### config.mk
export PLATFORM = sky130hd
export DESIGN_NAME = ep_trn_arb
export DESIGN_NICKNAME = d
export VERILOG_FILES = /design/src/rtl/ep_trn_arb.sv
export SDC_FILE = /design/constraint.sdc
export NUM_CORES = 1
export LEC_CHECK = 0
export CAP_MARGIN = 20
export CORE_MARGIN = 1.5
export CORE_UTILIZATION = 56
export CTS_CLUSTER_SIZE = 12
export DETAILED_ROUTE_END_ITERATION = 12
export PLACE_DENSITY = 0.93
export SETUP_SLACK_MARGIN = 0.02
export SYNTH_ARGS = -nofsm -noshare
export SYNTH_HDL_FRONTEND = slang
export SYNTH_SLANG_ARGS = --single-unit
### constraint.sdc
create_clock -name clk -period 3.39 [get_ports clk]
set_input_delay 0.8475 -clock clk [delete_from_list [all_inputs] [get_ports clk]]
set_output_delay 0.8475 -clock clk [all_outputs]
set_load 0.01 [all_outputs]
### src/rtl/ep_trn_arb.sv
// Round-robin arbiter for the shared TRN tx interface with grant timeout and TLP tag allocation.
// States: IDLE no owner | OFFER grant offered, waiting for drv_ep | OWNED owner driving | GAP one dead cycle
module ep_trn_arb #(
    parameter int GRANT_TO = 8
) (
    input  logic       clk,
    input  logic       rst,
    input  logic [2:0] req,
    input  logic [2:0] drv_ep,
    input  logic [2:0] tag_inc,
    output logic [2:0] my_trn,
    output logic [4:0] tag_trn,
    output logic       busy,
    output logic       proto_err
);

    typedef enum logic [1:0] {
        IDLE  = 2'd0,
        OFFER = 2'd1,
        OWNED = 2'd2,
        GAP   = 2'd3
    } state_t;

    localparam logic [7:0] TO_LAST = 8'(GRANT_TO - 1);

    state_t     state, state_nxt;
    logic [1:0] owner, owner_nxt;
    logic [1:0] last, last_nxt;
    logic [7:0] wcnt, wcnt_nxt;
    logic [2:0] my_trn_nxt;
    logic [2:0] my_trn_prev;

    logic [1:0] o0, o1, o2;
    logic [1:0] pick;
    logic       own_drv, own_req;
    logic [2:0] last_beat;
    logic       tag_hit, tag_rogue, drv_rogue;

    // Search order starts just after the previous owner; last=2 wraps to 0.
    always_comb begin
        o0 = 2'd0;
        o1 = 2'd1;
        o2 = 2'd2;
        case (last)
            2'd0: begin o0 = 2'd1; o1 = 2'd2; o2 = 2'd0; end
            2'd1: begin o0 = 2'd2; o1 = 2'd0; o2 = 2'd1; end
            default: begin o0 = 2'd0; o1 = 2'd1; o2 = 2'd2; end
        endcase
        if (req[o0])
            pick = o0;
        else if (req[o1])
            pick = o1;
        else
            pick = o2;
    end

    assign own_drv = drv_ep[owner];
    assign own_req = req[owner];

    always_ff @(posedge clk) begin
        if (rst) begin
            state       <= IDLE;
            owner       <= 2'd0;
            last        <= 2'd2;
            wcnt        <= 8'd0;
            my_trn      <= 3'b000;
            my_trn_prev <= 3'b000;
        end else begin
            state       <= state_nxt;
            owner       <= owner_nxt;
            last        <= last_nxt;
            wcnt        <= wcnt_nxt;
            my_trn      <= my_trn_nxt;
            my_trn_prev <= my_trn;
        end
    end

    always_comb begin
        state_nxt  = state;
        owner_nxt  = owner;
        last_nxt   = last;
        wcnt_nxt   = wcnt;
        my_trn_nxt = my_trn;
        case (state)
            IDLE: begin
                my_trn_nxt = 3'b000;
                if (|req) begin
                    state_nxt  = OFFER;
                    owner_nxt  = pick;
                    my_trn_nxt = 3'b001 << pick;
                    wcnt_nxt   = 8'd0;
                end
            end
            OFFER: begin
                wcnt_nxt = (wcnt == 8'hFF) ? wcnt : wcnt + 8'd1;
                // Driving wins over a simultaneous request drop or timeout.
                if (own_drv) begin
                    state_nxt = OWNED;
                end else if (!own_req || (wcnt == TO_LAST)) begin
                    state_nxt  = GAP;
                    my_trn_nxt = 3'b000;
                    last_nxt   = owner;
                end
            end
            OWNED: begin
                if (!own_drv) begin
                    state_nxt  = GAP;
                    my_trn_nxt = 3'b000;
                    last_nxt   = owner;
                end
            end
            default: begin
                state_nxt  = IDLE;
                my_trn_nxt = 3'b000;
            end
        endcase
    end

    always_comb begin
        busy = (state != IDLE);
    end

    // The former owner may still be finishing its final beat one cycle after losing the grant.
    assign last_beat = my_trn_prev & ~my_trn;
    assign tag_hit   = |(tag_inc & my_trn);
    assign tag_rogue = |(tag_inc & ~my_trn);
    assign drv_rogue = |(drv_ep & ~my_trn & ~last_beat);

    always_ff @(posedge clk) begin
        if (rst) begin
            tag_trn   <= 5'd0;
            proto_err <= 1'b0;
        end else begin
            if (tag_hit)
                tag_trn <= tag_trn + 5'd1;
            if (tag_rogue || drv_rogue)
                proto_err <= 1'b1;
        end
    end

endmodule

### After elaboration in Yosys (flattened, before gate mapping)

Index checks and enable logic that the tools add are counted.

* bits of input ports: 11
* bits in registers: 26
* word-level logic and storage cells: 79
* output and inout bits: 10

* shift operators: 1
* $add $sub $neg: 2
* eq/ne operators: 11
* bitwise gates (word level): 7
* mux-type cells: 30
* reductions and logical operators: 17
* magnitude comparators: 3

Operators with widths (count)
* 2-bit two-way mux: 9
* 8-bit two-way mux: 2
* 2-bit one-hot mux with 2 select lines: 4
* 8-bit one-hot mux with 2 select lines: 1
* 3-bit AND: 5
* 3-bit two-way mux: 4
* 3-bit OR reduction: 4
* 2-bit != test (second input constant): 5
* 2-bit by 3-bit < comparator with 1-bit output (second input constant): 3
* 3-bit one-hot mux with 3 select lines: 1
* 3-bit AND reduction: 3
* 8-bit by 1-bit adder with 8-bit output (second input constant): 1
* 1-bit binary-select mux with 2-bit select: 4
* 8-bit by 3-bit == test with 1-bit output (second input constant): 1
* 8-bit == test (second input constant): 1
* 3-bit NOT: 2
* 2-bit one-hot mux with 3 select lines: 1
* 2-bit nonzero test: 3
* 5-bit by 1-bit adder with 5-bit output (second input constant): 1
* 2-bit by 1-bit == test with 1-bit output (second input constant): 2
* 2-bit zero test: 2
* 1-bit two-way mux: 4
* 4-bit AND reduction: 1
* 3-bit != test (second input constant): 1
* other kinds (5): 6

### Longest topological paths before layout

* depth after elaboration: 9
* depth in mapped cells: 7
* gate-level depth less buffers: 7

### Worst setup path before layout

No wires, ideal clock.

* path kind: input port to flip-flop
* start point: input req[0]
* end point: register wcnt[0]
* path buffers: 0
* stages: 5
* slack: 1300 ps
* arrival: 1970 ps
* library setup time: 120 ps
* data required time: 3270 ps
* cell sequence: or4b_1 -> o21ai_1 -> nor2_1 -> xnor2_1 -> nor2_1

* longest elaborated chain between the ends: 3

RTL lines
* start, declared: RTL line 8 `input logic [2:0] req,`
* 3-bit OR reduction: RTL line 87 `if (|req) begin`
* 2-bit != test (no line)
* 3-bit AND reduction (no line)
* end signal, assigned: RTL line 72 `wcnt <= wcnt_nxt;`
* end, declared: RTL line 29 `logic [7:0] wcnt, wcnt_nxt;`

Every way passes these cells.
A chain may end at the register's enable or synchronous reset.

### Final worst setup path

* start point: register state[0]
* end point: output busy

* longest elaborated chain between the ends: 1

RTL lines
* start, declared: RTL line 26 `state_t state, state_nxt;`
* start signal, assigned: RTL line 69 `state <= state_nxt;`
* 2-bit nonzero test: RTL line 120 `busy = (state != IDLE);`
* end, declared: RTL line 13 `output logic busy,`

Every way passes these cells.

==> results_dict.tcl <==
set metrics [dict create \
    synthCells 151 \
    register_area_um2 520 \
    postCtsSetupRepairBufs 0 \
    layout_setup_ws_ps 835 \
    hold_viol 0 \
    p_leak_nw 0.601 \
    grt_pass1_wl_mm 4.79 \
    drv_cap 0 \
    root_buffer "clkbuf_4" \
    n_fill_cell 161 \
    drtAntennaViolNets 0 \
    cts_buffers 3 \
    crit_arrival_ps 1710 \
    fin_util_pct 72.7 \
    grt.busiest_layer "met2" \
    synth_flop_cell "dfxtp_1" \
    path_class "flop to primary output" \
    dp_cells 198 \
    yosys.area.top_type_share_pct 39.4 \
    multi_input_area_um2 763 \
    vias 1146 \
    dp_hpwl_mm 2.09 \
    firstDrtPassIters 6 \
    vias_per_cell 5.67 \
    cts_sinks 26 \
    ioPinCount 21 \
    cts_hold_buffers 0 \
    setup_tns_ps 0 \
    worstPathRequired_ps 2540 \
    cts_buffer_depth 2 \
    syn_nets 168 \
    clkTransAtPathRegs_ps 140 \
    dieArea_um2 2660 \
    syn_avg_cell_area_um2 8.75 \
    grt_pass1_vias 1122 \
    preCtsSetupSlack_ps 627 \
    htreeDepth 1 \
    yosysUniqueCellTypes 34 \
    async_reset_ff_share_pct 0 \
    critPathLaunchType "flop" \
    grt_setup_unrepaired "no" \
    ys_warn_count 0 \
    area_growth_pct 21.8 \
    cts_resized 0 \
    grt.overflow.total 0 \
    post-route-period-util_pct 75.4 \
    grt_use_met3_pct 6.90 \
    slew_violations 0 \
    use_met2_pct 41.9 \
    status "completed" \
    insertedDiodeCount 0 \
    period_needed_ps 2560 \
    synthesis.area_um2 1320 \
    hold_path.class "flop to flop" \
    worst_slew_pin_slew_ps 884 \
    rows 17 \
    totalWireLength_mm 2.88 \
    ir_drop_uv 419 \
    finalClockSkew_ps 2.62 \
    die_w_um 51.6 \
    wire_per_inst_um 14.2 \
    synth.largest_area_cell "dfxtp_1" \
    synth.most_common_cell "dfxtp_1" \
    drc 0 \
    relSlewSlack_pct 40.6 \
    synth_common_cells "26 x dfxtp_1, 25 x nor2_1, 8 x a21oi_1, 8 x inv_1, 8 x xnor2_1" \
    crit_path_end_kind "primary output" \
    antenna_found_initial 0 \
    setup_viol 0 \
    cp_max_fo 6 \
    globalplace.congestion 0.856 \
    synth_edf_count 0 \
    met1_usage_pct 27.9 \
    instances_no_fill 202 \
    cts_tree "yes" \
    drive_gt1_share_pct 4.60 \
    fmax_mhz 391 \
    synth_area_leaders "dfxtp_1 39%, nor2_1 7.1%, ha_1 5.7%" \
    coreArea_um2 2210 \
    synth_seq_cells 26 \
    drtIter0Drc 32 \
    seq_area_frac_synth_pct 39.4 \
    grt_max_degree 16 \
    initial_core_util_pct 59.7 \
    die_h_um 51.6 \
    powerDensity_nw_per_um2 627 \
    nNetsFinal 192 \
    grt_use_total_pct 23.9 \
    port_buffers 20 \
    clock_latency_ps 330 \
]
[cell usage in the layout (no fill, tap or decap), drive strengths merged, types with 2 or more instances in the layout]
master | synthesis | final
clkbuf | 2 | 3
nor3b | 2 | 2
a211oi | 2 | 2
a21oi | 8 | 8
inv | 8 | 8
clkdlybuf4s50 | 0 | 20
ha | 6 | 6
o21ai | 7 | 7
mux2i | 6 | 6
nor2b | 6 | 6
mux2 | 4 | 4
nand3 | 5 | 5
nor3 | 6 | 6
nor2 | 25 | 25
xor2 | 3 | 3
nand2b | 3 | 3
nand2 | 6 | 6
dfxtp | 26 | 26
nor4 | 3 | 3
xnor2 | 8 | 8
nand3b | 3 | 3
[routing by layer]
layer,vias to the layer above,part of all wire (%)
met5,-,0
li1,570,-
met1,535,45
met2,33,48
met4,0,2.0
met3,8,4.2
[area by class of cell]
type	instances	area share [%]
multi-input combinational	115	47.4
timing repair buffer	21	12.9
clock inverter	1	1.87
inverter	8	1.87
clock buffer	3	1.40
tap	28	2.18
sequential	26	32.3
[sequential cells by signal (all words and copies together), names as in the netlist]
name,count
proto_err,1
last,2
my_trn,3
wcnt,8
owner,2
tag_trn,5
my_trn_prev,3
state,2
[critical path, stage by stage (launching register included)]
cell,delay [ps]
dfxtp_1,380
inv_1,80
ha_1,280
inv_1,100
clkdlybuf4s50_1,530
[cell families (layout without fill, tap and decap cells)]
logic type	after synthesis	count (layout)	share of synthesized area (%)
buf+inv	10	33	2.84
mux	10	10	7.95
simple gates	64	64	25.2
flops	26	26	39.4
xor+xnor	11	11	7.29
compound gates	24	24	11.6
fa+ha+maj	6	6	5.68
[report_power, final]
group | internal (mW) | leakage (nW) | switching [mW] | total [mW]
clock | 0.120 | 0.0279 | 0.0960 | 0.216
combinational | 0.177 | 0.361 | 0.211 | 0.388
sequential | 0.355 | 0.212 | 0.0492 | 0.404
total | 0.652 | 0.601 | 0.356 | 1.01
[worst paths after layout]
check | startpoint | end | slack (ps) | cells after the start
max | state[0] | busy | 830 | 4
min reg2reg | proto_err | proto_err | 520 | 2
max reg2reg | state[0] | wcnt[6] | 1310 | 7
min | proto_err | proto_err | 520 | 2
[stage by stage]
step                total power [mW]  area (µm²)  hold WS, ps
finish                          1.01        1610          515
global route                    1.07        1610          549
CTS                             1.01        1610          515
detailed placement             0.792        1560          483
global placement               0.772        1560          460
floorplan                      0.667        1320          476
Note: power is estimated with default switching activity, not from simulation.
